==> src/rtl/rv523_alu_pkg.sv <==
// Shared definitions for the RV523 bit-serial ALU: operation codes and sequencer states.
package rv523_alu_pkg;

  typedef enum logic [1:0] {
    OP_ADD = 2'b00,
    OP_SUB = 2'b01,
    OP_AND = 2'b10,
    OP_XOR = 2'b11
  } alu_op_e;

  typedef enum logic [1:0] {
    IDLE = 2'b00,
    RUN  = 2'b01,
    DONE = 2'b10
  } state_e;

  // ADD and SUB propagate a carry; the logic ops do not.
  function automatic logic op_is_arith(alu_op_e op);
    return (op == OP_ADD) || (op == OP_SUB);
  endfunction

endpackage

==> src/rtl/serial_alu_slice.sv <==
// One-bit combinational ALU slice. Written as a NAND network so the later
// mapping onto NAND library cells is a direct translation.
module serial_alu_slice
  import rv523_alu_pkg::*;
(
  input  logic    a_i,
  input  logic    b_i,
  input  logic    c_i,
  input  alu_op_e op_i,
  output logic    s_o,
  output logic    c_o
);

  logic n_ab, x_ab, n_xc, sum;

  // a^b and a^b^c as four-NAND XORs that share their first gate
  assign n_ab = ~(a_i & b_i);
  assign x_ab = ~(~(a_i & n_ab) & ~(b_i & n_ab));
  assign n_xc = ~(x_ab & c_i);
  assign sum  = ~(~(x_ab & n_xc) & ~(c_i & n_xc));

  // majority(a,b,c) = ab | (a^b)c, reusing both shared NANDs
  assign c_o  = ~(n_ab & n_xc);

  // Result bit selected by operation
  always_comb begin
    s_o = sum;
    unique case (op_i)
      OP_ADD, OP_SUB: s_o = sum;
      OP_AND:         s_o = ~n_ab;
      OP_XOR:         s_o = x_ab;
      default:        s_o = sum;
    endcase
  end

endmodule

==> src/rtl/serial_alu_seq.sv <==
// Bit-serial ALU sequencer: latches two operands, streams them LSB-first through
// a single slice one bit per clock, and presents the result with a done pulse.
module serial_alu_seq
  import rv523_alu_pkg::*;
#(
  parameter int WIDTH = 32
) (
  input  logic             clk,
  input  logic             rst_n,
  input  logic             start,
  input  logic [1:0]       op,
  input  logic [WIDTH-1:0] a,
  input  logic [WIDTH-1:0] b,
  output logic             busy,
  output logic             done,
  output logic [WIDTH-1:0] result,
  output logic             carry_out
);

  localparam int CNT_W = $clog2(WIDTH);
  localparam logic [CNT_W-1:0] CNT_LAST = CNT_W'(WIDTH - 1);

  state_e           state_q, state_d;
  alu_op_e          op_q, op_d;
  logic [CNT_W-1:0] cnt_q, cnt_d;
  logic [WIDTH-1:0] sh_a_q, sh_a_d;
  logic [WIDTH-1:0] sh_b_q, sh_b_d;
  // Only WIDTH-1 bits are stored: the final slice bit goes straight into result.
  logic [WIDTH-2:0] sh_r_q, sh_r_d;
  logic             carry_q, carry_d;
  logic [WIDTH-1:0] result_q, result_d;
  logic             cout_q, cout_d;

  logic             s_bit, c_bit;
  logic [WIDTH-1:0] r_next;
  logic             accept;
  alu_op_e          op_in;

  assign op_in  = alu_op_e'(op);
  assign accept = start && ((state_q == IDLE) || (state_q == DONE));
  assign r_next = {s_bit, sh_r_q};

  serial_alu_slice u_slice (
    .a_i  (sh_a_q[0]),
    .b_i  (sh_b_q[0]),
    .c_i  (carry_q),
    .op_i (op_q),
    .s_o  (s_bit),
    .c_o  (c_bit)
  );

  // Next-state and datapath: load on accept, shift one bit per RUN cycle
  always_comb begin
    state_d  = state_q;
    op_d     = op_q;
    cnt_d    = cnt_q;
    sh_a_d   = sh_a_q;
    sh_b_d   = sh_b_q;
    sh_r_d   = sh_r_q;
    carry_d  = carry_q;
    result_d = result_q;
    cout_d   = cout_q;

    unique case (state_q)
      IDLE, DONE: begin
        state_d = IDLE;
        if (accept) begin
          state_d = RUN;
          op_d    = op_in;
          cnt_d   = '0;
          sh_a_d  = a;
          // Subtraction is a + ~b + 1: invert b here, seed the carry with 1
          sh_b_d  = (op_in == OP_SUB) ? ~b : b;
          carry_d = (op_in == OP_SUB);
        end
      end
      RUN: begin
        sh_a_d  = sh_a_q >> 1;
        sh_b_d  = sh_b_q >> 1;
        sh_r_d  = r_next[WIDTH-1:1];
        carry_d = op_is_arith(op_q) ? c_bit : 1'b0;
        if (cnt_q == CNT_LAST) begin
          state_d  = DONE;
          result_d = r_next;
          cout_d   = op_is_arith(op_q) ? c_bit : 1'b0;
        end else begin
          cnt_d = cnt_q + 1'b1;
        end
      end
      default: state_d = IDLE;
    endcase
  end

  // State and datapath registers; reset aborts any operation in flight
  always_ff @(posedge clk or negedge rst_n) begin
    if (!rst_n) begin
      state_q  <= IDLE;
      op_q     <= OP_ADD;
      cnt_q    <= '0;
      sh_a_q   <= '0;
      sh_b_q   <= '0;
      sh_r_q   <= '0;
      carry_q  <= 1'b0;
      result_q <= '0;
      cout_q   <= 1'b0;
    end else begin
      state_q  <= state_d;
      op_q     <= op_d;
      cnt_q    <= cnt_d;
      sh_a_q   <= sh_a_d;
      sh_b_q   <= sh_b_d;
      sh_r_q   <= sh_r_d;
      carry_q  <= carry_d;
      result_q <= result_d;
      cout_q   <= cout_d;
    end
  end

  assign busy      = (state_q == RUN);
  assign done      = (state_q == DONE);
  assign result    = result_q;
  assign carry_out = cout_q;

endmodule

==> config.mk <==
export PLATFORM = sky130hd
export DESIGN_NAME = serial_alu_seq
export DESIGN_NICKNAME = d
export VERILOG_FILES = /design/src/rtl/rv523_alu_pkg.sv /design/src/rtl/serial_alu_slice.sv /design/src/rtl/serial_alu_seq.sv
export SDC_FILE = /design/constraint.sdc
export NUM_CORES = 1
export LEC_CHECK = 0
export ABC_AREA = 1
export BUFFER_PORTS_ARGS = -buffer_cell sky130_fd_sc_hd__buf_2
export CORE_MARGIN = 3
export CORE_UTILIZATION = 35
export CTS_CLUSTER_SIZE = 8
export DETAILED_ROUTE_END_ITERATION = 16
export GPL_TIMING_DRIVEN = 0
export PLACE_DENSITY = 0.67
export REMOVE_ABC_BUFFERS = 1
export SYNTH_ARGS = -nofsm -noshare
export SYNTH_HDL_FRONTEND = slang
export SYNTH_SLANG_ARGS = --single-unit
export TNS_END_PERCENT = 50
==> constraint.sdc <==
create_clock -name clk -period 1.3 [get_ports clk]
set_input_delay 0.13 -clock clk [delete_from_list [all_inputs] [get_ports clk]]
set_output_delay 0.13 -clock clk [all_outputs]
set_load 0.03 [all_outputs]
Word-level counts from Yosys, hierarchy flattened. Cells that the tools add are included.

Bitwise gates (word level): 19. Reductions and logical operators: 12. Magnitude comparators: 0. Multiply operators: 0. Add/subtract/negate cells: 1. Eq/ne operators: 10. Shifts and indexed selects: 0. Div/mod/pow operators: 0. Multiplexer cells: 15.

Operators with widths (number): $pmux W32 S2 (2); $mux W32 (3); $not A32 Y32 (1); $mux W5 (2); $pmux W5 S2 (1); $and A1 B1 Y1 (9); $not A1 Y1 (9); $eq A2 B1 Y1 const B (3); $eq A2 B2 Y1 const B (3); $reduce_and A2 Y1 (3); $add A5 B1 Y5 const B (1); $eq A5 B5 Y1 const B (1); $logic_not A2 Y1 (2); $ne A2 B2 Y1 const B (2); $pmux W2 S2 (1); $reduce_or A2 Y1 (2); $mux W1 (3); $pmux W1 S3 (1); $reduce_and A3 Y1 (1); $logic_or A1 B1 Y1 (2); $mux W2 (1); $ne A2 B1 Y1 const B (1); $pmux W1 S2 (1); $reduce_bool A2 Y1 (1); $logic_and A1 B1 Y1 (1).

Bits of input ports: 69. Logic and storage cells: 66. Output and inout port bits: 35. Latch bits: 0. ROM bits: 0. Flip-flop bits (word level): 138. RAM bits: 0. Memories kept: 0.

Depth between registers and ports, before layout.
Word-level depth: 13. Mapped depth: 9. Mapped depth without buffers: 8.

Cells and area by module. Synthesis repeated with hierarchy kept, for this count alone.

Cells, all modules: 747. Area total of the unflattened synthesis: 6070.8 sq um.

Modules (own cells, without submodules): serial_alu_seq (times used 1, area an instance 6012.0 sq um, seq. area each 3453.3 sq um, cells an instance 739); serial_alu_slice (times used 1, area an instance 58.8 sq um, seq. area each 0.0 sq um, cells an instance 8).

Worst setup path before layout. Ideal clock, no wire load.

Path type: reg2reg. Start: register cnt_q[0]. End: register result_q[13] (netlist: result[13]). Stages on the path, launching flop included: 9. Setup slack: -164 ps. Library setup time: 119 ps. Data arrival time: 1346 ps. Path buffers: 2. Path through: dfrtp_1 -> ha_1 -> nand2_1 -> nor2_1 -> ha_1 -> nand2_2 -> buf_6 -> buf_6 -> o21ai_2.

Longest elaborated chain between the ends: 2.

RTL lines: from (decl) (RTL line serial_alu_seq.sv:25) `logic [CNT_W-1:0] cnt_q, cnt_d;`; from (signal assigned) (RTL line serial_alu_seq.sv:109) `cnt_q <= cnt_d;`; $eq A5 B5 Y1 (RTL line serial_alu_seq.sv:82) `if (cnt_q == CNT_LAST) begin`; $reduce_and A2 Y1 (no line); to (signal assigned) (RTL line serial_alu_seq.sv:114) `result_q <= result_d;`; to (decl) (RTL line serial_alu_seq.sv:31) `logic [WIDTH-1:0] result_q, result_d;`.

No other way between the ends. A chain may end at the register's enable or synchronous reset.

Final worst setup path.
Start: register cnt_q[0]. End: register result_q[4] (netlist: result[4]).

Same word-level chain as after synthesis.

==> summary.txt <==
Power and ir drop
  • Int Pwr: 0.01275 W
  • Peak VDD IR: between 0.001 and 0.0015 V
  • Sequential power share: 33.9%
  • Switching part of the total: around two fifths
  • Net Sw Power: 0.009036 W
  • Leak: 4.764 nW
  • Pwr Total: approximately 0.022 W
  • Logic pwr share: 43.0%
  • Power Dens Cells: between 2000 and 2500 mW/mm^2
  • Clk network pwr share: 23.1%

Clock network
  • Root Buffer: clkbuf_16
  • CTS tree: done
  • Clock-pin slew on the worst setup and hold paths: ~60 ps
  • Clock Sinks: between 100 and 150
  • H-tree depth: 4
  • TritonCTS buffer count: 17
  • Clock Latency Late Sink: roughly 400 ps
  • Worst-case clock buffer depth: 2

Floorplanning
  • Rows: 48
  • Core region area: about 0.017 mm^2
  • Starting Density: between 30% and 40%
  • Die height: about 140 um
  • I/O pin cnt: roughly 100
  • Die area: roughly 0.02 mm^2
  • Die Wd: ~140 um

Status
  • Violated checks: negative setup slack
  • Status: finished, violations left

Synth
  • Yosys warnings: 0
  • Synth Instances: 748
  • Register area share after synthesis: a little under three fifths
  • Syn avg cell area: between 8 and 9 um^2
  • Post-synthesis cell type count: 22
  • FF+latch count, synth: 138
  • Synthesized area: approximately 0.0063 mm^2

Setup path
  • Worst setup SP type: flip-flop
  • Slowest stage cell, crit path: dfrtp_1
  • Most frequent CP cell: nand2_2
  • CP max stage delay: between 300 and 400 ps
  • WP data arrival: 1800 ps
  • Crit path max fanout: 8
  • CP cell instances: ha_2, nand2_2, nor2_4, ha_4, buf_12, nand2_8, nand2_2, o21ai_2
  • CP Buf/Inv Count: 1
  • Setup crit end kind: flip-flop
  • Critical path start-end classification: flip-flop to flip-flop
  • CP delay by family, top: adder cells
  • CP required: approximately 1600 ps

Cells and area
  • Layout cells sized above 1: 36.88%
  • Area grow syn2layout: 48.93%
  • Register Area: ~0.0035 mm^2
  • N_diodes: 0
  • Nets@finish: roughly 1k
  • # fillers: ~1.6k
  • Multi-input logic area: approximately 0.003 mm^2
  • Post-layout instance area: 0.009315 mm^2

STA
  • Fin. max-slew vios: 0
  • Fin crit period: 1499 ps
  • Period utilization: 115.3%
  • Final Skew: between 9 and 10 ps
  • Unrepaired setup endpoints after global routing: true
  • Setup WS post-layout: -198.6 ps
  • Slew margin rel.: 51.27%
  • Fmax: ~0.67 GHz
  • Hold Fails Final Rpt: 0
  • Setup TNS: -11,210 ps
  • Worst-Margin Slew: approximately 730 ps
  • Hold Slack: approximately 17 ps
  • Endpoints failing setup: ~100

Global routing
  • Vias in the first global route: 5,562
  • GRT Total Usage: 18.58%
  • First-pass GRT wire length: between 20,000 and 30,000 um
  • Overflow after GRT: 0
  • Initial antenna violation count: 1
  • Largest net degree at the start of global routing: 80

Route
  • Vias post-DR: ~5.6k
  • DRT iter0 DRCs: 264
  • Vias per inst: between 4 and 5
  • DR pass1 iterations: 6
  • WL final: approximately 18,000 um
  • Post-route DRC: 0
  • Routed Antenna Nets: 0
  • WL per Instance: around 16 um

Run
  • Max-cap violations: 0

Placed design
  • DP Worst Slack: -2597 ps
  • Placer Congestion: 0.7211
  • Dpl cell area: around 0.0068 mm^2
  • I/O Buffers: slightly above 100
  • Hpwl dp: 7998 um

Worst hold path
  • Hold crit path type: input pin to flip-flop
[what timing repair did]
action	in CTS	in global routing
setup endpoints to repair	139	125
buffers inserted	14	12
hold buffers	47	0
gates resized for setup	144	99
gates cloned	21	3
pin swaps	25	19
hold endpoints to repair	124	0
[kinds of logic (layout without fill, tap and decap cells)]
kind of cell | count (synthesis) | after routing | share of synthesized area [%]
AND/OR/NAND/NOR | 413 | 424 | 27.13
flip-flops | 138 | 138 | 55.21
buffers and inverters | 121 | 303 | 9.922
AO/OA/AOI/OAI | 72 | 72 | 6.821
adder cells (fa/ha/maj) | 4 | 4 | 0.9203
[per-stage QoR]
| step | util, % | cells |
|---|---|---|
| after CTS | 50.31 | 1151 |
| after detailed placement | 38.88 | 1037 |
| after floorplan | - | 708 |
| after global routing | 53.48 | 1166 |
| after global placement | 38.69 | 1036 |
| final | 53.48 | 1166 |
[cells in the final DEF (no fill, tap or decap), types with 2 or more instances in the layout]
cell           instances
inv_1                 71
nor2_1                 3
nand2_4               26
nand2_2               62
o211ai_1               4
clkinv_4               4
nor2_4                 4
inv_4                  2
nand2_1              221
o21ai_0               31
clkinvlp_4             3
clkinv_16              4
bufinv_16              3
buf_2                100
nand3_2               34
dfrtp_1              137
o21ai_1               15
clkbuf_16             17
clkbuf_8               2
nand3_1               61
buf_6                  5
dlygate4sd3_1         47
inv_8                  2
buf_8                  2
inv_16                 3
o21ai_2               21
buf_12                 7
inv_12                 3
nand2_8               13
buf_4                 14
buf_16                 2
inv_6                  5
inv_2                  3
clkinv_8               2
[tightest hold or removal path, delay by kind of cell]
family	cells	cell delay, ps
and+or+nand+nor	3	170
buffers and inverters	1	90
[cell usage after synthesis]
library cell | instances | area [um^2]
inv_1 | 77 | 289.0
buf_2 | 14 | 70.07
nor2_1 | 5 | 18.77
inv_4 | 1 | 6.260
nand2_1 | 306 | 1149
o211ai_1 | 4 | 30.03
nand3_1 | 95 | 475.5
buf_4 | 9 | 67.56
nor2_4 | 1 | 11.26
a21oi_1 | 1 | 5.000
nand2_4 | 1 | 11.26
buf_6 | 15 | 168.9
o21ai_0 | 33 | 165.2
fa_1 | 1 | 20.02
ha_1 | 3 | 37.54
inv_2 | 3 | 11.26
dfrtp_1 | 138 | 3453
o21ai_2 | 15 | 131.4
clkbuf_1 | 2 | 7.510
nor2_2 | 1 | 6.260
nand2_2 | 4 | 25.02
o21ai_1 | 19 | 95.09
[metal layers]
metal | part of all wire (%) | vias to the layer above | track usage (%)
li1 | - | 2711 | -
met1 | 43 | 2688 | 24.19
met2 | 50 | 175 | 30.89
met3 | 5.6 | 25 | 5.189
met4 | 1.5 | 2 | 4.437
met5 | 0.070 | - | 0
[registers in the layout (all words and copies together), names as in the netlist]
signal and cells:
sh_a_q 32, carry_out 1, sh_b_q 32, state_q 2, cnt_q 5, sh_r_q 31
op_q 2, result 32, carry_q 1
[layout make-up]
type,count,area share (%)
timing repair buffer,177,14.57
clock inverter,12,1.746
sequential,138,37.09
multi-input combinational,500,32.14
tap,225,3.022
inverter,81,4.150
clock buffer,20,4.903
timing repair inverter,13,2.377
[power groups by stage]
stage	logic [W]	clock network (W)	registers [W]
2_1_floorplan	0.00353	0	0.00742
3_3_place_gp	0.00546	0	0.00702
3_5_place_dp	0.00561	0	0.00704
4_1_cts	0.00802	0.00516	0.00715
5_1_grt	0.0103	0.00536	0.00759
6_report	0.00937	0.00504	0.00738
[path summary, 6_finish.rpt]
kind / start / endpoint / slack, ps / cells past startpoint
setup / recovery: cnt_q[0] / result[4] / -200 / 8
min in group asynchronous: rst_n / sh_r_q[26] / 320 / 2
hold / removal: b[6] / sh_b_q[6] / 20 / 4
hold reg to reg: result[13] / result[13] / 480 / 2
max in group asynchronous: rst_n / sh_b_q[24] / 220 / 3
setup reg to reg: cnt_q[0] / result[4] / -200 / 8
Power figures use the tool's default switching activity.
